## config.mk

```make
export PLATFORM = sky130hd
export DESIGN_NAME = vga_timing_gen
export DESIGN_NICKNAME = d
export VERILOG_FILES = /design/src/rtl/vga_timing_gen.sv
export SDC_FILE = /design/constraint.sdc
export NUM_CORES = 1
export LEC_CHECK = 0
export ABC_AREA = 1
export CAP_MARGIN = 25
export CORE_UTILIZATION = 45
export DETAILED_ROUTE_END_ITERATION = 7
export GPL_TIMING_DRIVEN = 0
export PLACE_DENSITY = 0.78
export SYNTH_ARGS = -nofsm -noshare
export SYNTH_HDL_FRONTEND = slang
export SYNTH_SLANG_ARGS = --single-unit
export TNS_END_PERCENT = 20
```

## constraint.sdc

```tcl
create_clock -name clk_i -period 1.6 [get_ports clk_i]
set_clock_uncertainty 0.2 [all_clocks]
set_input_delay 0.16 -clock clk_i [delete_from_list [all_inputs] [get_ports clk_i]]
set_output_delay 0.16 -clock clk_i [all_outputs]
set_load 0.01 [all_outputs]
```

## src/rtl/vga_timing_gen.sv

```systemverilog
// 800x600@56 raster timing with a colour return path that is re-aligned to the
// sync pins and blanked outside the visible area.
module vga_timing_gen #(
  parameter int physical_width_p  = 800,
  parameter int physical_height_p = 600,
  parameter int h_front_p         = 24,
  parameter int h_sync_p          = 72,
  parameter int h_back_p          = 128,
  parameter int v_front_p         = 1,
  parameter int v_sync_p          = 2,
  parameter int v_back_p          = 22,
  parameter bit sync_pol_p        = 1'b1,
  parameter int bit_depth_p       = 1,
  parameter int pipe_delay_p      = 1
) (
  input  logic                                 clk_i,
  input  logic                                 reset_i,
  output logic [$clog2(physical_width_p)-1:0]  vga_x_i,
  output logic [$clog2(physical_height_p)-1:0] vga_y_i,
  output logic                                 vga_v_i,
  input  logic [bit_depth_p-1:0]               vga_r_o,
  input  logic [bit_depth_p-1:0]               vga_g_o,
  input  logic [bit_depth_p-1:0]               vga_b_o,
  output logic [bit_depth_p-1:0]               r_o,
  output logic [bit_depth_p-1:0]               g_o,
  output logic [bit_depth_p-1:0]               b_o,
  output logic                                 hsync_o,
  output logic                                 vsync_o,
  output logic                                 de_o,
  output logic                                 frame_o
);

  localparam int HT = physical_width_p + h_front_p + h_sync_p + h_back_p;
  localparam int VT = physical_height_p + v_front_p + v_sync_p + v_back_p;
  localparam int HW = $clog2(HT);
  localparam int VW = $clog2(VT);
  localparam int XW = $clog2(physical_width_p);
  localparam int YW = $clog2(physical_height_p);
  localparam int D  = pipe_delay_p + 1;

  localparam logic [HW-1:0] H_LAST = HW'(HT - 1);
  localparam logic [HW-1:0] H_VIS  = HW'(physical_width_p);
  localparam logic [HW-1:0] HS_ON  = HW'(physical_width_p + h_front_p);
  localparam logic [HW-1:0] HS_OFF = HW'(physical_width_p + h_front_p + h_sync_p);
  localparam logic [VW-1:0] V_LAST = VW'(VT - 1);
  localparam logic [VW-1:0] V_VIS  = VW'(physical_height_p);
  localparam logic [VW-1:0] VS_ON  = VW'(physical_height_p + v_front_p);
  localparam logic [VW-1:0] VS_OFF = VW'(physical_height_p + v_front_p + v_sync_p);

  logic [HW-1:0] h_q, h_d;
  logic [VW-1:0] v_q, v_d;
  logic          vis, hs_raw, vs_raw, vis_pd;

  // {vsync, hsync, visible} per stage
  logic [2:0]             dly_q [D];
  logic [bit_depth_p-1:0] r_q, g_q, b_q;

  always_comb begin
    h_d = h_q + HW'(1);
    v_d = v_q;
    if (h_q == H_LAST) begin
      h_d = '0;
      v_d = (v_q == V_LAST) ? '0 : v_q + VW'(1);
    end
  end

  always_ff @(posedge clk_i) begin
    if (reset_i) begin
      h_q <= '0;
      v_q <= '0;
    end else begin
      h_q <= h_d;
      v_q <= v_d;
    end
  end

  assign vis    = (h_q < H_VIS) && (v_q < V_VIS);
  assign hs_raw = (h_q >= HS_ON) && (h_q < HS_OFF);
  assign vs_raw = (v_q >= VS_ON) && (v_q < VS_OFF);

  assign vga_v_i = vis;
  assign vga_x_i = vis ? h_q[XW-1:0] : '0;
  assign vga_y_i = vis ? v_q[YW-1:0] : '0;
  assign frame_o = (h_q == '0) && (v_q == V_VIS);

  always_ff @(posedge clk_i) begin
    if (reset_i) begin
      for (int i = 0; i < D; i++) dly_q[i] <= '0;
    end else begin
      dly_q[0] <= {vs_raw, hs_raw, vis};
      for (int i = 1; i < D; i++) dly_q[i] <= dly_q[i-1];
    end
  end

  // Visible flag lined up with the colour currently arriving from upstream
  generate
    if (pipe_delay_p == 0) begin : g_nodly
      assign vis_pd = vis;
    end else begin : g_dly
      assign vis_pd = dly_q[pipe_delay_p-1][0];
    end
  endgenerate

  always_ff @(posedge clk_i) begin
    if (reset_i) begin
      r_q <= '0;
      g_q <= '0;
      b_q <= '0;
    end else begin
      r_q <= vis_pd ? vga_r_o : '0;
      g_q <= vis_pd ? vga_g_o : '0;
      b_q <= vis_pd ? vga_b_o : '0;
    end
  end

  assign r_o     = r_q;
  assign g_o     = g_q;
  assign b_o     = b_q;
  assign de_o    = dly_q[D-1][0];
  assign hsync_o = sync_pol_p ? dly_q[D-1][1] : ~dly_q[D-1][1];
  assign vsync_o = sync_pol_p ? dly_q[D-1][2] : ~dly_q[D-1][2];

endmodule

```

# Word level (Yosys, flattened, before mapping)
# Memory sizes are Yosys's and may differ from the RTL's.
# Index checks and enable logic that the tools add are counted.
[op_classes] mux=8 reduce_logical=7 addsub=2 eq_ne=3 magnitude_cmp=6 bitwise=3
[ops] operator="$lt 10x10->1 const B" count=4
[ops] operator="$eq 10x10->1 const B" count=3
[ops] operator="$mux 10" count=3
[ops] operator="$add 10x1->10 const B" count=2
[ops] operator="$ge 10x10->1 const B" count=2
[ops] operator="$logic_not 10->1" count=1
[ops] operator="$mux 3" count=2
[ops] operator="$logic_and 1x1->1" count=4
[ops] operator="$reduce_or 2->1" count=2
[ops] operator="$mux 1" count=3
[ops] operator="$or 1x1->1" count=2
[ops] operator="$not 1->1" count=1
[totals] elab_cells=35 out_inout_bits=28 memories=1 regBits=23 ramBits=6
[mem_list] memory="dly_q" depth=2 width=3 read_ports=2 rd_ports_with_merged_regs=0 wr=2 line="55" rtl="logic [2:0] dly_q [D];"

# Logic depth before layout (Yosys ltp)
# Gate-level depths: netlist (run 1).
[depth] ltp_word=3 ltp_mapped=9 mapped_depth_nobuf=9

# Worst setup path before layout (run 1)
# No wires, ideal clock.
[synth_path] kind="register -> register" startpoint="register h_q[0]" endpoint="register v_q[4]" setup_slack_ns=0.047 arrival_time_ns=1.238 path_buffers=1 stages_incl_launch_ff=10 cell_sequence="dfxtp_1 > ha_1 > nand2_2 > nor2_4 > nand3_4 > clkinv_2 > buf_6 > nand3_1 > nand2_1 > nor2_1"
[synth_between] elab_chain_len=1
[synth_rtl] element="start: declaration" line="50" rtl="logic [HW-1:0] h_q, h_d;"
[synth_rtl] element="start signal: assignment" line="69" rtl="h_q <= '0;"
[synth_rtl] element="start signal: assignment" line="72" rtl="h_q <= h_d;"
[synth_rtl] element="$eq 10x10->1" line="61" rtl="if (h_q == H_LAST) begin"
[synth_rtl] element="end signal: assignment" line="73" rtl="v_q <= v_d;"
[synth_rtl] element="end: declaration" line="51" rtl="logic [VW-1:0] v_q, v_d;"
# Every way passes these cells.
# A chain may end at the register's enable or synchronous reset.

# Worst setup path in the final report (run 1)
[layout_path] startpoint="register h_q[6]" endpoint="output vga_x_i[6]"
[layout_between] elab_chain_len=3
[layout_rtl] element="$lt 10x10->1" line="77" rtl="assign vis = (h_q < H_VIS) && (v_q < V_VIS);"
[layout_rtl] element="$logic_and 1x1->1" line="77"
[layout_rtl] element="$mux 10 (*)" line="82" rtl="assign vga_x_i = vis ? h_q[XW-1:0] : '0;"
[layout_rtl] element="end: declaration" line="18" rtl="output logic [$clog2(physical_width_p)-1:0] vga_x_i,"
# Every way passes the cells marked *; elsewhere a longest branch is shown, timed or not.

==> run summary, run 1 <==
Setup Viol. Count Final -> 27
Achievable Freq -> 0.516 GHz
Minimum clock period after layout -> 1940 ps
Starting utilization of the core area -> 0.484
Yosys Warn Count -> 0
Final period utilization -> 1.21
VDD IR max -> 0.461 mV
Vias/cell -> 4.95
Worst Path Arrival -> 1580 ps
Pin count of the biggest net entering global routing -> 11
Slew HR -> 0.814
Routed wire length -> 3860 um
DRT antenna net count -> 0
Htree depth -> 2
Placed inst area -> 0.00189 mm^2
RD Place Congestion -> 0.891
Reg2Reg Depth -> 9
Final number of max-transition violations -> 0
Design area -> 0.00214 mm^2
Die area -> 0.00360 mm^2
CTS Hold Buffers Added -> 0
DR WL/cell -> 11.9 um
Critical Path Start Type -> register
Most crowded layer after global routing -> met2
# rows -> 20
First-pass DRT Iterations -> 4
Die height -> 60.0 um
GRT Total Usage -> 0.231
Num CTS Buffers -> 5
Max Cap Violations -> 0
Met1 usage -> 0.293
First-pass GRT wire length -> 6210 um
CP endpoint kind -> primary output
Final worst slack -> -340 ps
Final hold vios -> 0
CTS sink count -> 29
# DRC -> 0
CTS tree -> yes
Hold/Removal Path Class -> in2reg
WHS Endpoint -> r_o
Sequential cell area fraction in the yosys report -> 0.384
Worst-path maximum fanout -> 10
Actual slew at the worst max-slew pin -> 277 ps
Post-synthesis register bit count -> 29
Port bufs -> 32
# diodes -> 0
Initial drt markers -> 62
Via count -> 1603
Die W -> 60.0 um
P&R area growth vs syn -> 41.6%
Detailed placement HPWL -> 2460 um
Power density cells -> 599 mW/mm^2
Worst EP required -> 1240 ps
RSZ-0062 raised after global routing -> yes
Worst skew pair latency -> 340 ps
Critical path type -> reg2out
Worst hold margin -> 148 ps
Reg2reg start -> h_q[0]
Met3 usage -> 0.0649
Setup_tns -> -7020 ps
R2R Path End -> v_q[4]
Vias in the first global route -> 1445
Met2 usage -> 0.378
Post-Syn Area -> 0.00151 mm^2
Grt ovf -> 0
Gate Count Post-Synth -> 227
Net count, final -> 289
Failing checks -> setup timing
Mean Syn Cell Area -> 6.66 um^2
Clk root buf -> clkbuf_4
Hold path depth -> 3
Post-synthesis cell type count -> 26
Clock transition at path regs -> 120 ps
Layout Utilization -> 0.685
Max clock buf depth -> 2
Antenna violations before repair -> 0
Layout cells sized above 1 -> 0.364
Total core area -> 0.00313 mm^2
Status -> complete, but fails checks
Dpl ws -> -505 ps
Syn nets -> 237
LEAKAGE -> 0.968 nW
I/O pin count -> 33
R2R setup slack -> -70 ps
Worst Hold Launch -> vga_r_o
metrics by stage:
step / std cells / power [W]
after floorplan: 227 / 0.000803
after global placement: 303 / 0.000843
after detailed placement: 303 / 0.000845
after CTS: 322 / 0.00127
after global routing: 324 / 0.00133
final: 324 / 0.00128
worst max path at each step:
| stage | start | end | slack [ps] | depth (start not counted) |
|---|---|---|---|---|
| 3_5_place_dp | v_q[6] | vga_y_i[1] | -500 | 7 |
| 4_1_cts | h_q[7] | vga_x_i[9] | -330 | 8 |
| 2_1_floorplan | h_q[0] | v_q[4] | 50 | 9 |
| 5_1_grt | h_q[6] | vga_x_i[1] | -420 | 8 |
| 3_3_place_gp | v_q[0] | frame_o | -500 | 5 |
| 6_report | h_q[6] | vga_x_i[6] | -340 | 8 |
where the power goes:
| part | internal [W] | switching [W] | leakage (nW) |
|---|---|---|---|
| Sequential | 0.000728 | 0.00000940 | 0.242 |
| Combinational | 0.0000409 | 0.0000477 | 0.694 |
| Clock | 0.000165 | 0.000291 | 0.0310 |
sequential cells by signal, indices dropped and copies added (netlist names):
signal  flops
b_o         1
dly_q       6
v_q        10
g_o         1
h_q        10
r_o         1
synth_stat cells:
master / n / area share
o22ai_2: 1 / 0.0083
buf_6: 1 / 0.0074
inv_2: 1 / 0.0025
nand3_1: 16 / 0.053
nor3_1: 3 / 0.0099
buf_2: 3 / 0.0099
nand3_2: 1 / 0.0066
dfxtp_1: 29 / 0.38
nand2_2: 3 / 0.012
nand4_1: 4 / 0.017
nand3_4: 1 / 0.012
nor2_1: 55 / 0.14
clkinv_2: 1 / 0.0033
xor2_1: 3 / 0.017
o2111ai_1: 1 / 0.0058
inv_1: 38 / 0.094
nor2_2: 1 / 0.0041
a21oi_2: 1 / 0.0058
nand2_1: 40 / 0.099
buf_4: 1 / 0.0050
ha_1: 5 / 0.041
nor4_1: 2 / 0.0083
a21oi_1: 12 / 0.040
o21ai_1: 1 / 0.0033
nor2_4: 1 / 0.0074
o21ai_0: 2 / 0.0066
layer usage:
metal | routed length [um] | part of all wire
met1 | 1760 | 0.46
met2 | 1830 | 0.48
met3 | 209 | 0.054
met4 | 56 | 0.015
met5 | 0 | 0
kinds of logic (layout without fill, tap and decap cells):
logic type,Yosys count,after routing,synth area share
AO/OA/AOI/OAI,18,18,0.0695
buffers and inverters,45,98,0.122
adder cells (fa/ha/maj),5,5,0.0414
XOR/XNOR,3,3,0.0174
flip-flops,29,29,0.384
AND/OR/NAND/NOR,127,127,0.366
cell usage in the layout (no fill, tap or decap), types with 3 or more instances in the layout:
master           netlist  layout
a21oi_1               12      10
buf_4                  1      11
a21oi_2                1       3
clkdlybuf4s50_1        0       9
nand3_1               16      15
nand2_2                3       4
nor2_1                55      39
inv_1                 38      32
nand2_1               40      37
nor3_1                 3       3
buf_6                  1       9
inv_2                  1       7
clkbuf_4               0       5
ha_1                   5       4
nand4_1                4       4
dfxtp_1               29      17
buf_2                  3      18
dfxtp_2                0       8
dfxtp_4                0       4
nor2_4                 1       5
xor2_1                 3       3
nor2_2                 1      13
area by class of cell:
cell class	instances	area, um^2
clock buffer	5	37.5
buffer	4	57.6
inverter	40	155
fill	272	986
sequential	29	606
multi-input combinational	153	860
clock inverter	3	17.5
timing repair buffer	46	354
tap	44	55.1
worst max-delay path: stages, from the launching register on:
cell     delay (ps)
dfxtp_4         370
nor2_4          110
a21oi_2          60
a21oi_2         110
nand2_2          90
buf_6           140
buf_12          140
nor2_1           70
buf_2           130
repair_timing:
action	in CTS	in global routing
endpoints found under the setup margin	41	43
gates cloned	1	0
setup buffers	11	2
pin swaps	4	3
gates resized for setup	141	20
Power figures use the tool's default switching activity.
==> inputs of run 2 (changes only) <==
- ABC_AREA: 1 -> default
- CORE_MARGIN: default -> 4
- CORE_UTILIZATION: 45 -> 44
- PLACE_DENSITY: 0.78 -> 0.77
==> run 2 against run 1 <==
Effect of this change:
- first-iteration DRC count increased by 19%
- global-route usage fell by 4.0 points
- worst setup slack got worse by 390 ps
- largest power group unchanged
- clock power fell by 4%
- hold slack better by 40 ps
- total power grew 0.14%
- wire length up 0.44%
- the flow still finishes with violations (setup timing)
- final area rose by 0.93%
- via count is 14% lower
- fmax down 17%
- register-to-register slack got worse by 320 ps
- sequential power is 0.5% higher
==> run summary, run 2 <==
Port bufs -> 32
Critical Path Start Type -> register
Setup Viol. Count Final -> 39
Antenna violations before repair -> 0
Final hold vios -> 0
Vias in the first global route -> 1372
Htree depth -> 2
Combinational Power Share -> 0.082
Post-synth EDFFs -> 0
Failing checks -> setup timing
Pin count of the biggest net entering global routing -> 11
Layout Utilization -> 0.691
Grt ovf -> 0
Worst Path Arrival -> 1970 ps
Filler Cells Inserted -> 251
Routed wire length -> 3870 um
Asr flop ratio synth -> 0
Vias/cell -> 5.11
Hold/Removal Path Class -> in2reg
# rows -> 20
Post-Syn Area -> 0.00146 mm^2
LEAKAGE -> 0.844 nW
RD Place Congestion -> 0.920
Initial drt markers -> 74
Actual slew at the worst max-slew pin -> 483 ps
Area leader, netlist -> dfxtp_1
Worst skew pair latency -> 340 ps
Yosys Warn Count -> 0
Die W -> 65.7 um
Final number of max-transition violations -> 0
First-pass GRT wire length -> 6340 um
Final worst slack -> -732 ps
Net count, final -> 236
CTS sink count -> 29
Clock transition at path regs -> 100 ps
Detailed placement HPWL -> 2590 um
Synth area leaders -> dfxtp_1, and2_1, xnor2_1
Die height -> 65.7 um
Worst EP required -> 1240 ps
Post-synthesis cell type count -> 31
Starting utilization of the core area -> 0.468
Most frequent cell after synthesis -> dfxtp_1
P&R area growth vs syn -> 47.8%
Clk root buf -> clkbuf_4
Placed inst area -> 0.00190 mm^2
Achievable Freq -> 0.429 GHz
Design area -> 0.00216 mm^2
DR WL/cell -> 14.3 um
RSZ-0062 raised after global routing -> yes
Syn nets -> 188
Gate Count Post-Synth -> 178
CP endpoint kind -> primary output
Sequential cell area fraction in the yosys report -> 0.397
Status -> complete, but fails checks
R2R setup slack -> -390 ps
Top Registers -> h_q x10, v_q x10, dly_q x6
Net Switching -> 0.000333 W
Max clock buf depth -> 2
Clock power frac -> 0.341
First-pass DRT Iterations -> 4
Critical path type -> reg2out
Layout cells sized above 1 -> 0.374
Num CTS Buffers -> 5
I/O pin count -> 33
Reg2Reg Depth -> 6
# diodes -> 0
Power density cells -> 594 mW/mm^2
GRT Total Usage -> 0.191
Net Sw Frac -> 0.259
Total core area -> 0.00313 mm^2
R2R Path End -> v_q[9]
DRT antenna net count -> 0
Commonest cells post-synth -> dfxtp_1, and2_1, nor2_1
Mean Syn Cell Area -> 8.22 um^2
Slew HR -> 0.678
Sequential power share -> 0.577
Commonest non-fill, non-tap cells in the layout -> buf_6, dfxtp_1, nor2_1, and2_4, and2_1
Via count -> 1384
Minimum clock period after layout -> 2330 ps
Synth Flop Type -> dfxtp_1
CTS tree -> yes
# DRC -> 0
Worst-path maximum fanout -> 5
Worst hold margin -> 188 ps
Internal power -> 0.000952 W
VDD IR max -> 0.497 mV
CP Launch Point -> h_q[5]
Worst setup path endpoint -> vga_y_i[2]
Post-synth top area share -> 0.397
Reg2reg start -> h_q[5]
Post-synthesis register bit count -> 29
Max Cap Violations -> 0
Final period utilization -> 1.46
Die area -> 0.00431 mm^2
## run 2: final cells by class
cell class / count / area [um^2] / share of cell area
clock buffer: 5 / 37.5 / 0.0174
multi-input combinational: 129 / 923 / 0.427
tap: 44 / 55.1 / 0.0255
buffer: 8 / 67.6 / 0.0313
timing repair buffer: 45 / 424 / 0.196
sequential: 29 / 607 / 0.281
inverter: 8 / 30.0 / 0.0139
clock inverter: 3 / 17.5 / 0.00810
## run 2: cell families after synthesis
family / Yosys count / share of synthesized area
AOI/OAI and AO/OA: 14 / 0.0556
DFF: 29 / 0.397
adders and majority gates: 5 / 0.0428
and+or+nand+nor: 97 / 0.370
xor gates and xnor gates: 11 / 0.0659
buffers and inverters: 20 / 0.0547
muxes: 2 / 0.0137
## run 2: metal layers
metal  track usage  part of all wire  vias to the layer above  wire, um
li1              -                 -                      689         -
met1         0.231              0.43                      648      1660
met2         0.319              0.51                       41      1970
met3        0.0564             0.044                        6       170
met4        0.0674             0.016                        0        63
met5             0                 0                        -         0
## run 2: timing repair
action	CTS	global route
hold buffers	0	0
setup endpoints to repair	39	40
pin swaps	17	7
buffers inserted	9	2
gates cloned	2	0
resized for setup	132	15
endpoints found under the hold margin	0	0
## run 2: how the worst min path moves through the flow
stage | start | end | slack [ps] | cells past startpoint
6_report | vga_r_o | r_o | 190 | 2
3_3_place_gp | dly_q[0][1] | dly_q[0][4] | 220 | 1
5_1_grt | vga_r_o | r_o | 170 | 2
4_1_cts | vga_r_o | r_o | 190 | 2
3_5_place_dp | dly_q[0][2] | dly_q[0][5] | 230 | 1
2_1_floorplan | reset_i | dly_q[0][4] | 30 | 1
## run 2: per-stage QoR
step / power (W) / TNS [ps] / cells / setup WS, ps
floorplan: 0.000814 / -3770 / 178 / -277
global placement: 0.000861 / -20640 / 254 / -833
detailed placement: 0.000865 / -21790 / 254 / -877
CTS: 0.00129 / -17960 / 270 / -748
global route: 0.00134 / -20700 / 271 / -791
finish: 0.00128 / -17960 / 271 / -732
## run 2: worst max-delay path, cell delays in order (launching register included)
cell,delay [ps]
dfxtp_4,360
or3_4,400
a32oi_4,350
clkbuf_8,200
buf_6,100
and2_4,130
buf_6,100
## run 2: power groups by stage
stage | Sequential [W] | Combinational (W) | Clock [W]
CTS | 0.000744 | 0.0000995 | 0.000445
global placement | 0.000765 | 0.0000955 | 0
detailed placement | 0.000767 | 0.0000980 | 0
floorplan | 0.000765 | 0.0000484 | 0
global route | 0.000745 | 0.000116 | 0.000483
finish | 0.000742 | 0.000105 | 0.000438
==> inputs of run 3 (changes only) <==
- TNS_END_PERCENT: 20 -> 30
==> run 3 against run 2 <==
Effect of this change:
- the flow still finishes with violations (setup timing)
- total power decreased by 0.77%
- final cell count decreased by 0.74%
- die area unchanged
- combinational power about the same
- register-to-register slack about the same
- global-route usage increased by 0.43 points
- largest cell class unchanged
- highest routed layer unchanged
==> run summary, run 3 (synthesis results as in run 2) <==
Status -> complete, but fails checks
Failing checks -> setup timing
Via count -> 1372
CP delay by family, top -> simple AND/OR/NAND/NOR gates
Actual slew at the worst max-slew pin -> 471 ps
Clk root buf -> clkbuf_4
Clock transition at path regs -> 90 ps
Max Cap Violations -> 0
Worst-path maximum fanout -> 6
Die height -> 65.7 um
Final worst slack -> -772 ps
Num CTS Buffers -> 5
I/O pin count -> 33
CTS sink count -> 29
WP buf/inv -> 3
Starting utilization of the core area -> 0.468
Final number of max-transition violations -> 0
Critical Path Start Type -> register
Cells after DPL -> 254
Detailed placement HPWL -> 2510 um
Achievable Freq -> 0.422 GHz
Net count, final -> 234
First-pass DRT Iterations -> 4
CP endpoint kind -> primary output
Worst Path Arrival -> 2010 ps
Setup Viol. Count Final -> 38
LEAKAGE -> 0.854 nW
Critical path type -> reg2out
CTS tree -> yes
Antenna violations before repair -> 0
P&R area growth vs syn -> 46.7%
Hold/Removal Path Class -> in2reg
Die W -> 65.7 um
Power density cells -> 594 mW/mm^2
Minimum clock period after layout -> 2370 ps
Vias in the first global route -> 1334
Routed wire length -> 3830 um
Commonest non-fill, non-tap cell in the layout -> buf_6
Final period utilization -> 1.48
GRT Total Usage -> 0.195
# diodes -> 0
RSZ-0062 raised after global routing -> yes
Worst EP required -> 1240 ps
Slowest stage cell, crit path -> or3_4
Htree depth -> 2
Layout cells sized above 1 -> 0.364
Critical Path Max Stage Delay -> 410 ps
Top Registers -> h_q x10, v_q x10, dly_q x6
Vias/cell -> 5.10
# DRC -> 0
Port bufs -> 32
Layout Cells excl Fill -> 269
Final Power -> 0.00127 W
Crit-path cells -> or3_4 -> a32oi_4 -> clkbuf_8 -> buf_6 -> and2_4 -> buf_6
Grt ovf -> 0
Total core area -> 0.00313 mm^2
Initial drt markers -> 69
VDD IR max -> 0.402 mV
Max clock buf depth -> 2
Layout Utilization -> 0.686
Pin count of the biggest net entering global routing -> 11
Final hold vios -> 0
Crit path top cell by count -> buf_6
RD Place Congestion -> 0.910
DR WL/cell -> 14.2 um
Commonest non-fill, non-tap cells in the layout -> buf_6, dfxtp_1, nor2_1, and2_4, and2_1
Die area -> 0.00431 mm^2
First-pass GRT wire length -> 6280 um
Worst skew pair latency -> 340 ps
# rows -> 20
Slew HR -> 0.686
DRT antenna net count -> 0
==> run 3: path summary, 6_finish.rpt <==
kind | slack, ps | from | end | cells past startpoint
max reg2reg | -390 | h_q[0] | v_q[9] | 6
min reg2reg | 250 | dly_q[0][1] | dly_q[0][4] | 1
max | -770 | h_q[5] | vga_y_i[5] | 6
min | 180 | vga_g_o | g_o | 2
==> run 3: cell type report <==
class	count	area, um^2
Fill cell	242	982
Multi-Input combinational cell	129	922
Sequential cell	29	604
Timing Repair Buffer	42	410
Buffer	9	72.6
Tap cell	44	55.1
Clock buffer	6	41.3
Inverter	8	30.0
Clock inverter	2	10.0
==> run 3: where the power goes <==
part	switching [W]	internal (W)	leakage, nW
sequential	0.0000129	0.000731	0.241
combinational	0.0000475	0.0000570	0.581
clock	0.000260	0.000167	0.0320
==> run 3: routing by layer <==
layer	wire length [um]	global-route usage
met5	0	0
met4	104	0.111
met3	194	0.0615
met2	1870	0.312
met1	1650	0.229
==> run 3: worst reg2reg max path: stages (launching register included) <==
cell,delay [ps]
dfxtp_4,380
ha_4,170
nand3_4,120
or3_4,410
buf_6,140
or4_1,390
a21oi_1,130
==> run 3: what timing repair did <==
action	CTS	global route
hold buffers	0	0
buffers inserted	8	0
cloned	2	0
setup endpoints to repair	39	41
pin swaps	22	4
resized for setup	128	16
==> run 3: through the flow <==
stage	cell area [um^2]	setup slack, ps	hold WS, ps	TNS, ps
global route	2150	-870	168	-21860
CTS	2090	-786	166	-18580
detailed placement	1910	-895	227	-22060
floorplan	1530	-277	31.6	-3760
finish	2150	-772	177	-18380
global placement	1910	-835	224	-20840
